### config.mk
export PLATFORM = sky130hd
export DESIGN_NAME = pipe_ctrl_hazard_unit
export DESIGN_NICKNAME = d
export VERILOG_FILES = /design/src/rtl/mips_pipe_pkg.sv /design/src/rtl/pipe_fwd_select.sv /design/src/rtl/pipe_ctrl_hazard_unit.sv
export SDC_FILE = /design/constraint.sdc
export NUM_CORES = 1
export LEC_CHECK = 0
export BUFFER_PORTS_ARGS = -buffer_cell sky130_fd_sc_hd__buf_4
export CAP_MARGIN = 0
export CORE_UTILIZATION = 30
export CTS_CLUSTER_SIZE = 30
export DETAILED_ROUTE_END_ITERATION = 6
export SLEW_MARGIN = 20
export SYNTH_ARGS = -nofsm -noshare
export SYNTH_HDL_FRONTEND = slang
export SYNTH_HIERARCHICAL = 1
export SYNTH_SLANG_ARGS = --single-unit
### constraint.sdc
create_clock -name clk -period 5 [get_ports clk]
set_input_delay 0.25 -clock clk [delete_from_list [all_inputs] [get_ports clk]]
set_output_delay 0.25 -clock clk [all_outputs]
set_load 0.01 [all_outputs]
### src/rtl/mips_pipe_pkg.sv
// Shared types and defaults for the MIPS control-signal pipeline:
// forwarding select encoding, default bundle widths and control-bit positions.
package mips_pipe_pkg;

    typedef enum logic [1:0] {
        FWD_RF    = 2'b00,
        FWD_MEMWB = 2'b01,
        FWD_EXMEM = 2'b10
    } fwd_sel_e;

    localparam int DEF_EX_W      = 4;
    localparam int DEF_MEM_W     = 2;
    localparam int DEF_WB_W      = 2;
    localparam int DEF_REG_AW    = 5;
    localparam int DEF_MEMRD_BIT = 0;
    localparam int DEF_REGWR_BIT = 1;

    // The younger producer (EX/MEM) holds the newer value, so it wins.
    function automatic logic [1:0] fwd_encode(input logic hit_exmem, input logic hit_memwb);
        if (hit_exmem) begin
            return FWD_EXMEM;
        end
        if (hit_memwb) begin
            return FWD_MEMWB;
        end
        return FWD_RF;
    endfunction

endpackage

### src/rtl/pipe_fwd_select.sv
// Forwarding comparator for one ALU operand: picks EX/MEM, MEM/WB or the
// register file for the source register of the instruction sitting in EX.
module pipe_fwd_select
    import mips_pipe_pkg::*;
#(
    parameter int REG_AW = DEF_REG_AW
) (
    input  logic              i_src_valid,
    input  logic [REG_AW-1:0] i_src_reg,
    input  logic              i_exmem_valid,
    input  logic              i_exmem_regwr,
    input  logic [REG_AW-1:0] i_exmem_rd,
    input  logic              i_memwb_valid,
    input  logic              i_memwb_regwr,
    input  logic [REG_AW-1:0] i_memwb_rd,
    output logic [1:0]        o_sel
);

    logic w_exmem_hit;
    logic w_memwb_hit;

    // Register 0 is hard-wired, so a write to it never forwards.
    assign w_exmem_hit = i_src_valid & i_exmem_valid & i_exmem_regwr
                       & (i_exmem_rd != '0) & (i_exmem_rd == i_src_reg);
    assign w_memwb_hit = i_src_valid & i_memwb_valid & i_memwb_regwr
                       & (i_memwb_rd != '0) & (i_memwb_rd == i_src_reg);

    assign o_sel = fwd_encode(w_exmem_hit, w_memwb_hit);

endmodule

### src/rtl/pipe_ctrl_hazard_unit.sv
// Control-bundle pipeline ID/EX -> EX/MEM -> MEM/WB with load-use / RAW
// hazard detection, bubble insertion, redirect flush, forwarding and a stall counter.
module pipe_ctrl_hazard_unit
    import mips_pipe_pkg::*;
#(
    parameter int EX_W      = DEF_EX_W,
    parameter int MEM_W     = DEF_MEM_W,
    parameter int WB_W      = DEF_WB_W,
    parameter int REG_AW    = DEF_REG_AW,
    parameter int MEMRD_BIT = DEF_MEMRD_BIT,
    parameter int REGWR_BIT = DEF_REGWR_BIT,
    parameter int FWD_EN    = 1,
    parameter int CNT_W     = 16
) (
    input  logic              clk,
    input  logic              reset,
    input  logic              id_valid_i,
    input  logic [EX_W-1:0]   id_ex_i,
    input  logic [MEM_W-1:0]  id_mem_i,
    input  logic [WB_W-1:0]   id_wb_i,
    input  logic [REG_AW-1:0] id_rs_i,
    input  logic [REG_AW-1:0] id_rt_i,
    input  logic [REG_AW-1:0] id_rd_i,
    input  logic              redirect_i,
    output logic [EX_W-1:0]   ex_ex_o,
    output logic [MEM_W-1:0]  mem_mem_o,
    output logic [WB_W-1:0]   wb_wb_o,
    output logic              ex_valid_o,
    output logic              mem_valid_o,
    output logic              wb_valid_o,
    output logic              stall_o,
    output logic              flush_ifid_o,
    output logic [1:0]        fwd_a_o,
    output logic [1:0]        fwd_b_o,
    output logic [CNT_W-1:0]  stall_cnt_o
);

    logic              r_idex_valid;
    logic [EX_W-1:0]   r_idex_ex;
    logic [MEM_W-1:0]  r_idex_mem;
    logic [WB_W-1:0]   r_idex_wb;
    logic [REG_AW-1:0] r_idex_rs;
    logic [REG_AW-1:0] r_idex_rt;
    logic [REG_AW-1:0] r_idex_rd;

    logic              r_exmem_valid;
    logic [MEM_W-1:0]  r_exmem_mem;
    logic [WB_W-1:0]   r_exmem_wb;
    logic [REG_AW-1:0] r_exmem_rd;

    logic              r_memwb_valid;
    logic [WB_W-1:0]   r_memwb_wb;
    logic [REG_AW-1:0] r_memwb_rd;

    logic [CNT_W-1:0]  r_stall_cnt;

    logic       w_load_use;
    logic       w_raw_idex;
    logic       w_raw_exmem;
    logic       w_hazard;
    logic       w_stall;
    logic       w_bubble;
    logic [1:0] w_fwd_a;
    logic [1:0] w_fwd_b;

    assign w_load_use = id_valid_i & r_idex_valid & r_idex_mem[MEMRD_BIT]
                      & (r_idex_rd != '0)
                      & ((r_idex_rd == id_rs_i) | (r_idex_rd == id_rt_i));

    // Without forwarding every in-flight writer ahead of MEM/WB must drain;
    // MEM/WB itself is safe because the register file writes first half-cycle.
    assign w_raw_idex  = r_idex_valid & r_idex_wb[REGWR_BIT] & (r_idex_rd != '0)
                       & ((r_idex_rd == id_rs_i) | (r_idex_rd == id_rt_i));
    assign w_raw_exmem = r_exmem_valid & r_exmem_wb[REGWR_BIT] & (r_exmem_rd != '0)
                       & ((r_exmem_rd == id_rs_i) | (r_exmem_rd == id_rt_i));

    assign w_hazard = (FWD_EN != 0) ? w_load_use
                                    : (w_load_use | w_raw_idex | w_raw_exmem);

    assign w_stall  = w_hazard & ~redirect_i;
    assign w_bubble = w_stall | redirect_i | ~id_valid_i;

    always_ff @(posedge clk) begin
        if (!reset) begin
            r_idex_valid <= 1'b0;
            r_idex_ex    <= '0;
            r_idex_mem   <= '0;
            r_idex_wb    <= '0;
            r_idex_rs    <= '0;
            r_idex_rt    <= '0;
            r_idex_rd    <= '0;
        end else if (w_bubble) begin
            r_idex_valid <= 1'b0;
            r_idex_ex    <= '0;
            r_idex_mem   <= '0;
            r_idex_wb    <= '0;
            r_idex_rs    <= '0;
            r_idex_rt    <= '0;
            r_idex_rd    <= '0;
        end else begin
            r_idex_valid <= 1'b1;
            r_idex_ex    <= id_ex_i;
            r_idex_mem   <= id_mem_i;
            r_idex_wb    <= id_wb_i;
            r_idex_rs    <= id_rs_i;
            r_idex_rt    <= id_rt_i;
            r_idex_rd    <= id_rd_i;
        end
    end

    // Bubbles in ID/EX are already all-zero, so later stages just copy forward.
    always_ff @(posedge clk) begin
        if (!reset) begin
            r_exmem_valid <= 1'b0;
            r_exmem_mem   <= '0;
            r_exmem_wb    <= '0;
            r_exmem_rd    <= '0;
            r_memwb_valid <= 1'b0;
            r_memwb_wb    <= '0;
            r_memwb_rd    <= '0;
        end else begin
            r_exmem_valid <= r_idex_valid;
            r_exmem_mem   <= r_idex_mem;
            r_exmem_wb    <= r_idex_wb;
            r_exmem_rd    <= r_idex_rd;
            r_memwb_valid <= r_exmem_valid;
            r_memwb_wb    <= r_exmem_wb;
            r_memwb_rd    <= r_exmem_rd;
        end
    end

    always_ff @(posedge clk) begin
        if (!reset) begin
            r_stall_cnt <= '0;
        end else if (w_stall && (r_stall_cnt != '1)) begin
            r_stall_cnt <= r_stall_cnt + CNT_W'(1);
        end
    end

    generate
        if (FWD_EN != 0) begin : g_fwd
            pipe_fwd_select #(.REG_AW(REG_AW)) u_fwd_a (
                .i_src_valid   (r_idex_valid),
                .i_src_reg     (r_idex_rs),
                .i_exmem_valid (r_exmem_valid),
                .i_exmem_regwr (r_exmem_wb[REGWR_BIT]),
                .i_exmem_rd    (r_exmem_rd),
                .i_memwb_valid (r_memwb_valid),
                .i_memwb_regwr (r_memwb_wb[REGWR_BIT]),
                .i_memwb_rd    (r_memwb_rd),
                .o_sel         (w_fwd_a)
            );
            pipe_fwd_select #(.REG_AW(REG_AW)) u_fwd_b (
                .i_src_valid   (r_idex_valid),
                .i_src_reg     (r_idex_rt),
                .i_exmem_valid (r_exmem_valid),
                .i_exmem_regwr (r_exmem_wb[REGWR_BIT]),
                .i_exmem_rd    (r_exmem_rd),
                .i_memwb_valid (r_memwb_valid),
                .i_memwb_regwr (r_memwb_wb[REGWR_BIT]),
                .i_memwb_rd    (r_memwb_rd),
                .o_sel         (w_fwd_b)
            );
        end else begin : g_no_fwd
            assign w_fwd_a = FWD_RF;
            assign w_fwd_b = FWD_RF;
        end
    endgenerate

    assign ex_ex_o      = r_idex_ex;
    assign mem_mem_o    = r_exmem_mem;
    assign wb_wb_o      = r_memwb_wb;
    assign ex_valid_o   = r_idex_valid;
    assign mem_valid_o  = r_exmem_valid;
    assign wb_valid_o   = r_memwb_valid;
    assign stall_o      = w_stall;
    assign flush_ifid_o = redirect_i;
    assign fwd_a_o      = w_fwd_a;
    assign fwd_b_o      = w_fwd_b;
    assign stall_cnt_o  = r_stall_cnt;

endmodule

==> results.rst <==
.. list-table::
   :header-rows: 1

   * - Metric
     - Value
   * - Portion of total power attributed to sequential cells
     - 0.475
   * - Combined area of all synthesized cells
     - 2390 sq um
   * - Wire length of the first global-routing pass
     - 8583 um
   * - Hold bufs inserted after CTS
     - 0
   * - Non-Filler Cell Area, Final
     - 3132 sq um
   * - Number of max-cap violations
     - 0
   * - Setup Buffers After CTS
     - 0
   * - DRT iter0 DRCs
     - 66
   * - Power share of the combinational group
     - 0.055
   * - Final cycle utilization of the critical path
     - 0.4528
   * - Antenna cells
     - 0
   * - Final core utilization
     - 0.4053
   * - Antenna viol nets, final
     - 0
   * - Leftover overflow at the end of global routing
     - 0
   * - Type of the setup path with the least slack
     - register to register
   * - Met2 Use GR
     - 0.2159
   * - Class of the most critical hold timing path
     - input port to register
   * - 1st-pass router iterations
     - 4
   * - Area of the core region
     - 7727 sq um
   * - Setup crit start kind
     - register
   * - Vias/cell
     - 4.522
   * - Final-report hold violation count
     - 0
   * - Most common flop cell mapped by yosys
     - dfxtp_1
   * - Effective utilization at floorplan
     - 0.3093
   * - Max IR drop VDD
     - 0.1659 mV
   * - CTS sink count
     - 58
   * - Fraction of post-synthesis cell area in the top cell type by area
     - 0.4859
   * - Worst reg-to-reg setup slack
     - 2.74 ns
   * - NumNets Final
     - 329
   * - Run status
     - completed
   * - Count of different cell masters after synthesis
     - 34
   * - Layer with the highest usage
     - met2
   * - Met1 routing resource usage after global routing
     - 0.1560
   * - Cell family with the largest share of critical-path delay
     - simple AND/OR/NAND/NOR gates
   * - Die Outline Area
     - 8327 sq um
   * - Average cell area after synthesis
     - 9.999 sq um
   * - Switch share
     - 0.2219
   * - Final wirelength
     - 5122 um
   * - Chip width
     - 91.25 um
   * - Vias after detailed routing
     - 1845
   * - Fraction of final layout cells sized beyond drive strength 1
     - 0.2810
   * - Library cell contributing the largest single delay on the critical path
     - and4_1
   * - Remaining design rule violation count
     - 0
   * - Worst slack, placed
     - 2.715 ns
   * - Arrival @ worst endpoint
     - 2.54 ns
   * - Clock transition at the registers of the reported paths
     - 0.07 ns
   * - Ports
     - 60
   * - Port-buffer cells
     - 59
   * - Routed length per placed instance
     - 12.55 um
   * - Cell taking the most area after synthesis
     - dfxtp_1
   * - Sw Pwr
     - 0.0002225 W
   * - Least setup slack across all paths after layout
     - 2.736 ns
   * - Clock tree from TritonCTS
     - yes
   * - Worst Tran Pin Value
     - 0.6131 ns
   * - Clock tree buffer depth
     - 2
   * - Instance count of the mapped netlist
     - 239
   * - Leakage power summed over all cells
     - 1.244 nW
   * - Number of synthesized flops with an enable pin
     - 0
   * - Master cell of the clock root buffer
     - clkbuf_8
   * - Post-synth net total
     - 267
   * - Unrepaired setup endpoints after global routing
     - no
   * - Clock network latency to the later pin of the worst-skew pair
     - 0.33 ns
   * - Power density cells
     - 320.1 nW/um^2
   * - Total count of max-transition violations in the final report
     - 0
   * - Global-route usage over all layers
     - 0.1335
   * - Via count of the first global-routing pass
     - 1849
   * - Final setup vio count
     - 0
   * - Max transition margin
     - 0.5912
   * - Type of element capturing the critical path
     - register
   * - Number of synthesized register bits
     - 58
   * - Post-Route Setup TNS
     - 0 ns
   * - DP Wirelength
     - 3769 um
   * - Ordered cell list for the critical path
     - or4_1 > o2111ai_2 > nand2b_1 > and4_1 > and2_1
   * - FMAX
     - 441.7 MHz
   * - Global routing usage on met3
     - 0.04690
   * - Required time of the worst setup path
     - 5.27 ns
   * - Number of warnings printed during yosys synthesis
     - 6
   * - Proportion of power drawn by the clock network
     - 0.470
   * - Largest fanout of any net on the critical path
     - 24
   * - Proportion of synthesized flip-flops having asynchronous set or reset
     - 0
   * - Combined buffer and inverter count along the critical path
     - 0
   * - Post-layout instance count excluding filler cells
     - 408
   * - Inserted Clock Buffers
     - 9
   * - Core Rows
     - 32
   * - Post-synthesis to final-layout area growth
     - 31.05%
   * - Placed insts
     - 392
   * - Total cell area at the placement stage
     - 2914 sq um
   * - Post-layout min period
     - 2.264 ns
   * - Die extent in y
     - 91.25 um
   * - Antenna violations before repair
     - 0
   * - Part of the Yosys area used for sequential elements
     - 0.4859
   * - CTS resizes
     - 0
   * - Cell types with the largest area share after synthesis
     - dfxtp_1 49%, xnor2_1 11%, and2_1 11%, nand4_1 3.1%, xor2_1 2.9%
   * - H-tree depth
     - 3
   * - Internal power
     - 0.0007799 W
   * - Max Clock Skew
     - 0.007392 ns
   * - GPL Wtd Cong
     - 0.7925
   * - CP peak stage delay
     - 0.62 ns
   * - Largest net degree at the start of global routing
     - 25
[final cells by class]
class,count,area (sq um)
clock buffer,9,123.9
clock inverter,7,93.84
fill,780,4596
inverter,4,15.01
multi-input combinational,169,1167
sequential,58,1161
tap,102,127.6
timing repair buffer,59,442.9
[metrics by stage]
step	hold WS, ns	total power, W
floorplan	0.3717	0.0005152
global placement	0.4157	0.0005426
detailed placement	0.4242	0.0005431
CTS	0.09982	0.001016
global route	0.09789	0.001045
finish	0.1160	0.001002
[power by group through the flow]
| stage | Sequential, W | Combinational, W | Clock (W) |
|---|---|---|---|
| after floorplan | 0.000486 | 0.0000292 | 0 |
| after global placement | 0.000487 | 0.0000557 | 0 |
| after detailed placement | 0.000487 | 0.0000561 | 0 |
| after CTS | 0.000476 | 0.0000563 | 0.000483 |
| after global routing | 0.000477 | 0.0000609 | 0.000507 |
| final | 0.000476 | 0.0000552 | 0.000471 |
[registers in the layout (all words and copies together) (netlist names), 2 cells and up]
name / flops
r_idex_rd: 5
r_idex_mem: 2
r_idex_wb: 2
r_exmem_rd: 5
wb_wb_o: 2
ex_ex_o: 4
mem_mem_o: 2
r_memwb_rd: 5
stall_cnt_o: 16
r_idex_rt: 5
r_exmem_wb: 2
r_idex_rs: 5
[per-layer routing]
metal,part of all wire,up-vias
met4,0.0049,0
met3,0.086,6
met1,0.43,858
met2,0.48,51
met5,0,-
li1,-,930
[synthesized netlist by cell type, types with 2 or more instances]
cell and count:
nand2_1 7, nand3_1 9, clkbuf_1 3, a21oi_1 5, inv_1 4, and2_1 41
o21ai_0 5, dfxtp_1 58, and3_1 3, nand2b_1 2, or3_1 4, xnor2_1 31
nand4_1 12, xor2_1 8, or4_1 5, nor3_1 4, buf_4 4, a2111oi_2 2
nor2_1 17
[final timing paths]
| path | end | startpoint | cells past startpoint |
|---|---|---|---|
| max | r_idex_rd[1] | r_idex_rd[1] | 5 |
| min | r_idex_rd[2] | id_rd_i[2] | 2 |
| max reg2reg | r_idex_rd[1] | r_idex_rd[1] | 5 |
| min reg2reg | mem_mem_o[1] | r_idex_mem[1] | 1 |
[cell usage in the layout (no fill, tap or decap), types with 7 or more instances in the layout]
cell type,count
clkbuf_8,9
nand4_1,12
xnor2_1,31
and2_1,41
xor2_1,8
nand2_1,7
buf_4,59
dfxtp_1,58
nand3_1,9
nor2_1,17
[cell families after synthesis]
family | count (synthesis) | synth area share
simple gates | 112 | 0.2738
flops | 58 | 0.4859
fa+ha+maj | 1 | 0.005235
buf+inv | 12 | 0.02565
compound gates | 16 | 0.06230
xor+xnor | 39 | 0.1429
mux | 1 | 0.004189
No activity file was read; power rests on OpenSTA's default activity.
